File: src/rtl/record_tx_arbiter.sv
// Round-robin scheduler sharing one serial transmitter between N_SRC record FIFOs.
// Pops one record from the next non-empty FIFO, latches it onto the transmitter
// input, pulses the trigger and waits for completion. A watchdog drops the record
// and resets the transmitter if completion never arrives.
//
// Handshakes: src_rdreq[i] is a one-cycle pop and src_q is sampled the following
// cycle (non-show-ahead FIFO). tx_trigger is a one-cycle start and tx_done is the
// completion strobe; tx_done counts only while waiting, and tx_data is held stable
// from the latch cycle until the next latch.
module record_tx_arbiter #(
    parameter int N_SRC          = 2,
    parameter int REC_WIDTH      = 144,
    parameter int TIMEOUT_CYCLES = 500000,
    localparam int SRC_W         = (N_SRC > 1) ? $clog2(N_SRC) : 1
) (
    input  logic                       clk,
    input  logic                       reset,
    input  logic                       enable,
    input  logic [N_SRC-1:0]           src_empty,
    input  logic [N_SRC*REC_WIDTH-1:0] src_q,
    output logic [N_SRC-1:0]           src_rdreq,
    output logic [REC_WIDTH-1:0]       tx_data,
    output logic [SRC_W-1:0]           tx_src,
    output logic                       tx_trigger,
    output logic                       tx_reset,
    input  logic                       tx_done,
    output logic                       busy,
    output logic [31:0]                sent_count,
    output logic [7:0]                 timeout_count,
    output logic [2:0]                 dbg_state
);

    localparam int WAIT_W = $clog2(TIMEOUT_CYCLES + 1);

    localparam logic [2:0] S_IDLE    = 3'd0;
    localparam logic [2:0] S_GRANT   = 3'd1;
    localparam logic [2:0] S_LATCH   = 3'd2;
    localparam logic [2:0] S_SEND    = 3'd3;
    localparam logic [2:0] S_WAIT    = 3'd4;
    localparam logic [2:0] S_RECOVER = 3'd5;

    logic [2:0]           state_q, state_d;
    logic [SRC_W-1:0]     grant_q;
    logic [SRC_W-1:0]     last_q;
    logic [WAIT_W-1:0]    wait_cnt_q;
    logic [REC_WIDTH-1:0] tx_data_q;
    logic [SRC_W-1:0]     tx_src_q;
    logic [31:0]          sent_q;
    logic [7:0]           tmo_q;

    logic                 win_found;
    logic [SRC_W-1:0]     win_idx;
    logic [SRC_W:0]       sum;
    logic [SRC_W-1:0]     cand;
    logic                 wait_at_tc;

    logic [REC_WIDTH-1:0] src_rec [N_SRC];

    for (genvar i = 0; i < N_SRC; i++) begin : g_split
        assign src_rec[i] = src_q[i*REC_WIDTH +: REC_WIDTH];
    end

    assign wait_at_tc = (wait_cnt_q == WAIT_W'(TIMEOUT_CYCLES - 1));

    // Round-robin search starting just after the last granted source.
    always_comb begin
        win_found = 1'b0;
        win_idx   = '0;
        sum       = '0;
        cand      = '0;
        for (int k = 1; k <= N_SRC; k++) begin
            sum = {1'b0, last_q} + (SRC_W+1)'(k);
            if (sum >= (SRC_W+1)'(N_SRC)) begin
                sum = sum - (SRC_W+1)'(N_SRC);
            end
            cand = sum[SRC_W-1:0];
            if (!win_found && !src_empty[cand]) begin
                win_found = 1'b1;
                win_idx   = cand;
            end
        end
    end

    // Next-state logic; tx_done wins over the watchdog terminal count.
    always_comb begin
        state_d = state_q;
        case (state_q)
            S_IDLE:    if (enable && win_found) state_d = S_GRANT;
            S_GRANT:   state_d = S_LATCH;
            S_LATCH:   state_d = S_SEND;
            S_SEND:    state_d = S_WAIT;
            S_WAIT: begin
                if (tx_done) begin
                    state_d = S_IDLE;
                end else if (wait_at_tc) begin
                    state_d = S_RECOVER;
                end
            end
            S_RECOVER: state_d = S_IDLE;
            default:   state_d = S_IDLE;
        endcase
    end

    // State, grant bookkeeping, record latch, watchdog and counters.
    always_ff @(posedge clk) begin
        if (reset) begin
            state_q    <= S_IDLE;
            grant_q    <= '0;
            last_q     <= SRC_W'(N_SRC - 1);
            wait_cnt_q <= '0;
            tx_data_q  <= '0;
            tx_src_q   <= '0;
            sent_q     <= '0;
            tmo_q      <= '0;
        end else begin
            state_q <= state_d;
            if (state_q == S_IDLE && enable && win_found) begin
                grant_q <= win_idx;
                last_q  <= win_idx;
            end
            if (state_q == S_LATCH) begin
                tx_data_q <= src_rec[grant_q];
                tx_src_q  <= grant_q;
            end
            if (state_q == S_SEND) begin
                wait_cnt_q <= '0;
            end else if (state_q == S_WAIT) begin
                wait_cnt_q <= wait_cnt_q + WAIT_W'(1);
            end
            if (state_q == S_WAIT && tx_done) begin
                sent_q <= sent_q + 32'd1;
            end
            if (state_q == S_WAIT && !tx_done && wait_at_tc && tmo_q != 8'hFF) begin
                tmo_q <= tmo_q + 8'd1;
            end
        end
    end

    // Read pulse decoded from the state register; suppressed while reset is held.
    always_comb begin
        src_rdreq = '0;
        if (state_q == S_GRANT && !reset) begin
            src_rdreq[grant_q] = 1'b1;
        end
    end

    assign tx_trigger    = (state_q == S_SEND) && !reset;
    assign tx_reset      = reset || (state_q == S_RECOVER);
    assign busy          = (state_q != S_IDLE);
    assign tx_data       = tx_data_q;
    assign tx_src        = tx_src_q;
    assign sent_count    = sent_q;
    assign timeout_count = tmo_q;
    assign dbg_state     = state_q;

endmodule

File: config.mk
export PLATFORM = sky130hd
export DESIGN_NAME = record_tx_arbiter
export DESIGN_NICKNAME = d
export VERILOG_FILES = /design/src/rtl/record_tx_arbiter.sv
export SDC_FILE = /design/constraint.sdc
export NUM_CORES = 1
export LEC_CHECK = 0
export BUFFER_PORTS_ARGS = -buffer_cell sky130_fd_sc_hd__buf_2
export CORE_AREA = 2 2 189 191
export CTS_CLUSTER_DIAMETER = 60
export DETAILED_ROUTE_END_ITERATION = 6
export DIE_AREA = 0 0 191 193
export GPL_ROUTABILITY_DRIVEN = 0
export PLACE_DENSITY = 0.53
export SLEW_MARGIN = 20
export SYNTH_ARGS = -nofsm -noshare
export SYNTH_HDL_FRONTEND = slang
export SYNTH_SLANG_ARGS = --single-unit
File: constraint.sdc
create_clock -name clk -period 2.2 [get_ports clk]
set_clock_uncertainty 0.2 [all_clocks]
set_input_delay 0.44 -clock clk [delete_from_list [all_inputs] [get_ports clk]]
set_output_delay 0.44 -clock clk [all_outputs]
set_load 0.01 [all_outputs]
==> results of run 1 <==
worst max-delay path: cells and delay by family (launching register included):
family	cells	cell delay, ps
flops	1	370
simple gates	2	310
buf+inv	2	260
what timing repair did:
item | 4_1_cts | 5_1_grt
hold endpoints to repair | 12 | 0
hold buffers | 1 | 0
pin swaps | 0 | 0
endpoints found under the setup margin | 5 | 6
resized for setup | 4 | 5
cloned | 0 | 0
layout by cell type, fill, tap and decap left out, types with 2 or more instances in the layout:
| cell type | netlist | final |
|---|---|---|
| nor2_1 | 202 | 202 |
| bufinv_16 | 0 | 4 |
| clkinv_2 | 0 | 3 |
| buf_6 | 0 | 3 |
| nand3_1 | 19 | 19 |
| ha_1 | 3 | 3 |
| buf_4 | 1 | 54 |
| or2_2 | 3 | 3 |
| a21o_1 | 2 | 2 |
| nor4_1 | 14 | 14 |
| and2_1 | 4 | 4 |
| a21oi_1 | 13 | 13 |
| dfxtp_1 | 209 | 204 |
| buf_2 | 8 | 485 |
| or4_1 | 2 | 2 |
| buf_12 | 0 | 12 |
| inv_1 | 5 | 5 |
| xor2_1 | 15 | 15 |
| xnor2_1 | 25 | 25 |
| nor4bb_1 | 2 | 2 |
| or3_1 | 6 | 6 |
| and4_1 | 6 | 6 |
| nor3_1 | 13 | 12 |
| nand2b_1 | 5 | 5 |
| nor2b_1 | 7 | 6 |
| clkbuf_16 | 0 | 27 |
| mux2i_1 | 147 | 147 |
| nand4_1 | 15 | 15 |
| clkbuf_8 | 0 | 5 |
| o21ai_0 | 9 | 9 |
| mux2_2 | 4 | 4 |
| nor3b_2 | 1 | 2 |
| and3_1 | 7 | 7 |
| a31o_2 | 3 | 3 |
| nand2_1 | 21 | 21 |
| clkinvlp_4 | 0 | 2 |
| dfxtp_2 | 0 | 4 |
| a211oi_1 | 145 | 145 |
flip-flops by register name, indices dropped and copies added, names as in the netlist:
signal         count
sent_count        32
timeout_count      8
last_q             1
wait_cnt_q        19
grant_q            1
dbg_state          3
tx_src             1
tx_data          144
report_power, final:
part	leakage, nW	switching [mW]	internal, mW	total (mW)
clock	0.453	1.67	2.86	4.54
combinational	3.69	1.20	0.974	2.17
sequential	1.70	0.181	4.14	4.32
metrics by stage:
step	TNS (ps)	cell area [µm²]
3_3_place_gp	-4.911	12660
5_1_grt	-30.28	13620
3_5_place_dp	-11.00	12660
4_1_cts	0	13610
6_report	0	13620
2_1_floorplan	0	9298
how the worst max path moves through the flow:
stage | start | endpoint | slack [ps]
after CTS | dbg_state[0] | src_rdreq[0] | 20
after global placement | tx_done | timeout_count[5] | -5
after global routing | dbg_state[1] | tx_data[138] | -10
after floorplan | tx_done | timeout_count[5] | 80
final | dbg_state[0] | src_rdreq[0] | 90
after detailed placement | tx_done | timeout_count[5] | -10
layout make-up:
class | instances | area [µm²]
inverters | 5 | 18.77
well taps | 461 | 576.8
clock inverters | 12 | 176.4
multi-input cells | 708 | 4795
repair buffers | 555 | 3117
clock buffers | 33 | 748.2
flip-flops and latches | 209 | 4193
fillers | 3598 | 21340
logic make-up after synthesis:
group                      after synthesis  share of synthesized area, %
and+or+nand+nor                        338                         17.21
buffers and inverters                   86                         3.620
AOI/OAI and AO/OA                      176                         13.69
adders and majority gates                3                        0.4038
muxes                                  151                         16.31
xor gates and xnor gates                40                         3.768
DFF                                    209                         45.00
per-layer routing:
layer  global-route usage, %  vias to the layer above  wire length [µm]
li1                        -                     4624                 -
met1                   20.98                     4111             13300
met2                   27.69                      293             15570
met3                   2.733                       35              2005
met4                   4.353                        0               846
met5                       0                        -                 0
==> results.toml, run 1 <==
[critical_path]
slowest_stage = "dfxtp_2"
path_max_fanout = 6
worst_setup_path_end_kind = "output pin"
slowest_delay_ps = 370
startpoint_type = "flop"
reg2reg_to = "sent_count[25]"
cp_data_required_time_ps = 1560
path_cells = "buf_6, nor2b_4, and3b_1, buf_2"
worstSetupPathType = "reg2out"
regToRegStartpoint = "sent_count[17]"
r2r_slack_ps = 130
ff2ff_path_depth = 6
arrival_ps = 1470

[power_and_ir_drop]
p_leak_nw = 5.845
p_per_area_nw_per_um2 = 809.7
vdd_drop_max_mv = 0.5182
total_power_mw = 11.03

[logic_synthesis]
netlist_instances = 1003
synth_edf_count = 0
netlist_top_cells_area = "dfxtp_1, mux2i_1, a211oi_1, nor2_1, clkbuf_1"
synthesis.nets = 1300
synth.most_common_cell = "dfxtp_1"
async_flop_share_pct = 0
yosys_warnings = 0
synth_flop_cell = "dfxtp_1"
synth_seq_cells = 209
synth_cell_types = 46
synth_common_cells = "dfxtp_1, nor2_1, mux2i_1, a211oi_1, clkbuf_1"
synth_top_area_share_pct = 45.00
yosysSeqAreaShare_pct = 45.00
syn_area_um2 = 9298
yosysTopAreaCell = "dfxtp_1"
avgSynthCellArea_um2 = 9.270

[clocking]
cts-buffers-inserted = 26
clkSlewWorstSetupHoldPaths_ps = 60
clkLatencyLatePin_ps = 520
cts_sinks = 209
clock_path_buffers = 3
cts_tree = "yes"
post_cts_buffers = 0
htreeDepth = 1
cts-root-buf = "clkbuf_16"

[timing]
relSlewSlack_pct = 66.25
setup-violations-final = 0
worstMarginPinSlew_ps = 504.5
finalHoldViolCount = 0
final_max_slew_viol_count = 0
fin_crit_sh_pct = 95.80
max_freq_mhz = 474.5
fin_hold_ws_ps = 45.18
post-route-worst-setup-slack_ps = 92.44
period_minus_slack_ps = 2108
rsz0062_at_grt = "true"

[layout]
final-instance-count-excl-fill = 1983
syn2layout_area_growth_pct = 46.53
fin_util_pct = 38.97
diodes = 0
drive_gt1_share_pct = 40.93
nets = 1802

[flow_run]
cap_violations = 0

[grt]
antenna_found_initial = 0
grtUsageTotal_pct = 16.16
overflow = 0
grt_pass1_wl_um = 46330
grt_max_degree = 76
grt_pass1_vias = 8155

[placed_design]
post-place-ws_ps = -11.00
portBuffers = 486
hpwl_um = 25350
placed_cells = 1937

[detailed_routing]
drt_iter0_drc = 405
antenna_left = 0
vias = 9063
drc = 0
routedWlPerCell_um = 16.00
drtPass1Iterations = 4
avgViaCountPerCell = 4.570
drt_wl_total_um = 31720

[min_path]
hold_path_class = "in2reg"
hold_end = "dbg_state[2]"
worstHoldPathCells = 3
hp-start = "tx_done"

[floorplan]
die_w_um = 191
die_y_um = 193
ios = 487
num_rows = 69
die_area_um2 = 36860
core_um2 = 34960
initial_core_util_pct = 26.59

[status]
outcome = "complete, no violations"
No activity file was read; power rests on OpenSTA's default activity.
==> run 2, diff against run 1 <==
--- a/config.mk
+++ b/config.mk
@@ -10,7 +10,6 @@
 export CTS_CLUSTER_DIAMETER = 60
 export DETAILED_ROUTE_END_ITERATION = 6
 export DIE_AREA = 0 0 191 193
-export GPL_ROUTABILITY_DRIVEN = 0
 export PLACE_DENSITY = 0.53
 export SLEW_MARGIN = 20
 export SYNTH_ARGS = -nofsm -noshare
==> constraint.sdc (replaced) <==
create_clock -name clk -period 2.2 [get_ports clk]
set_clock_uncertainty 0.2 [all_clocks]
set_input_delay 0.44 -clock clk [delete_from_list [all_inputs] [get_ports clk]]
set_output_delay 0.44 -clock clk [all_outputs]
set_load 0.005 [all_outputs]
==> run 2 against run 1 <==
  * Sequential power about the same
  * Setup slack got worse by 32 ps
  * Clock power down 9.5%
  * Utilization is 0.38 points lower
  * First-iteration DRC count fell by 46%
  * Die area is the same
  * Critical path depth is the same
  * Cell area shrank 0.98%
  * Clock-buffer cell count up 3
  * Sequential share of layout area grew 0.31 points
  * Combinational power fell by 7%
  * Critical path type unchanged
  * Largest power group is now registers
==> results.toml, run 2 (synthesis results as in run 1) <==
[clocking]
clkLatencyLatePin_ps = 520
clock_path_buffers = 3
clkSlewWorstSetupHoldPaths_ps = 60
cts_sinks = 209
cts-root-buf = "clkbuf_16"
htreeDepth = 1
cts_tree = "yes"
cts-buffers-inserted = 25

[layout]
final_common_cell = "buf_2"
diodes = 0
final_cell_mix = "buf_2, dfxtp_1, nor2_1"
syn2layout_area_growth_pct = 45.09
largest_reg_flops = 144
nets = 1800
drive_gt1_share_pct = 40.72

[detailed_routing]
antenna_left = 0
drc = 0
highest_layer = "met4"
vias = 8964
drt_wl_total_um = 31460
drt-met1-wl_um = 13850
routed-wl-met2_um = 15240
drt_iter0_drc = 220
routedWlPerCell_um = 15.88
drtPass1Iterations = 6
avgViaCountPerCell = 4.525
routed-wl-met3_um = 1520

[critical_path]
path_max_fanout = 6
worst_setup_path_end_kind = "output pin"
cp_data_required_time_ps = 1560
startpoint_type = "flop"
startpoint = "dbg_state[0]"
regToRegStartpoint = "sent_count[17]"
worstSetupPathType = "reg2out"
arrival_ps = 1500

[grt]
grt_pass1_wl_um = 46030
grtUsageTotal_pct = 16.04
grt_max_degree = 91
antenna_found_initial = 0
overflow = 0
grt_pass1_vias = 8248

[timing]
final_max_slew_viol_count = 0
post-route-worst-setup-slack_ps = 60.45
setup-violations-final = 0
relSlewSlack_pct = 69.53
max_freq_mhz = 467.4
period_minus_slack_ps = 2140
worstMarginPinSlew_ps = 457.0
rsz0062_at_grt = "true"
finalHoldViolCount = 0
fin_crit_sh_pct = 97.25

[floorplan]
num_rows = 69
die_y_um = 193
ios = 487
core_um2 = 34960
initial_core_util_pct = 26.59
die_area_um2 = 36860
die_w_um = 191

[placed_design]
hpwl_um = 25090
portBuffers = 486
gp_congestion = 0.7975
post-place-ws_ps = -26.86

[flow_run]
cap_violations = 0

[power_and_ir_drop]
vdd_drop_max_mv = 0.4971
total_power_mw = 10.45
p_leak_nw = 5.785
p_per_area_nw_per_um2 = 774.9

[min_path]
hp-start = "tx_done"
hold_path_class = "in2reg"

[status]
outcome = "complete, no violations"
run 2: cell count changes in the layout (fill, tap and decap cells not counted), moves of 2 or more:
| cell | before | now |
|---|---|---|
| clkinvlp_4 | 2 | 0 |
| clkbuf_16 | 27 | 25 |
| inv_6 | 0 | 2 |
| bufinv_16 | 4 | 2 |
| buf_4 | 54 | 56 |
| clkbuf_1 | 1 | 6 |
run 2: path summary, 6_finish.rpt:
kind / endpoint / slack, ps / depth (start not counted)
hold reg to reg: dbg_state[0] / 260 / 1
setup / recovery: src_rdreq[0] / 60 / 4
setup reg to reg: sent_count[28] / 100 / 6
hold / removal: dbg_state[2] / 30 / 3
run 2: report_power, final:
part / switching, mW / total (mW) / leakage, nW / internal [mW]
combinational: 1.06 / 2.02 / 3.68 / 0.963
sequential: 0.181 / 4.32 / 1.70 / 4.14
clock: 1.62 / 4.11 / 0.404 / 2.49
run 2: cell type report:
cell class	instances	area, µm²
Multi-Input combinational cell	708	4796
Tap cell	461	576.8
Fill cell	3609	21470
Clock buffer	36	716.9
Timing Repair Buffer	554	3090
Clock inverter	8	97.59
Sequential cell	209	4194
Inverter	5	18.77
run 2: through the flow:
stage	cell area, µm²	setup TNS (ps)	util (%)	hold slack (ps)	cells
2_1_floorplan	9298	0	-	252.1	1003
3_3_place_gp	12650	-4.879	36.19	259.6	1937
3_5_place_dp	12650	-26.86	36.19	268.1	1937
4_1_cts	13480	0	38.54	11.68	1981
5_1_grt	13490	-88.99	38.58	32.41	1981
6_report	13490	0	38.58	34.46	1981
run 2: layer usage:
layer,global-route usage [%],vias to the layer above
li1,-,4634
met1,20.97,4010
met2,27.58,277
met3,2.190,43
met4,4.621,0
met5,0,-
run 2: critical path, stage by stage, from the launching register on:
cell	delay, ps
dfxtp_2	360
buf_4	170
nor2b_2	180
and3b_1	160
buf_2	110
run 2: what timing repair did:
action,in CTS,in global routing
gates cloned,0,0
buffers inserted,0,0
endpoints found under the setup margin,4,103
hold buffers,0,0
gates resized for setup,4,5
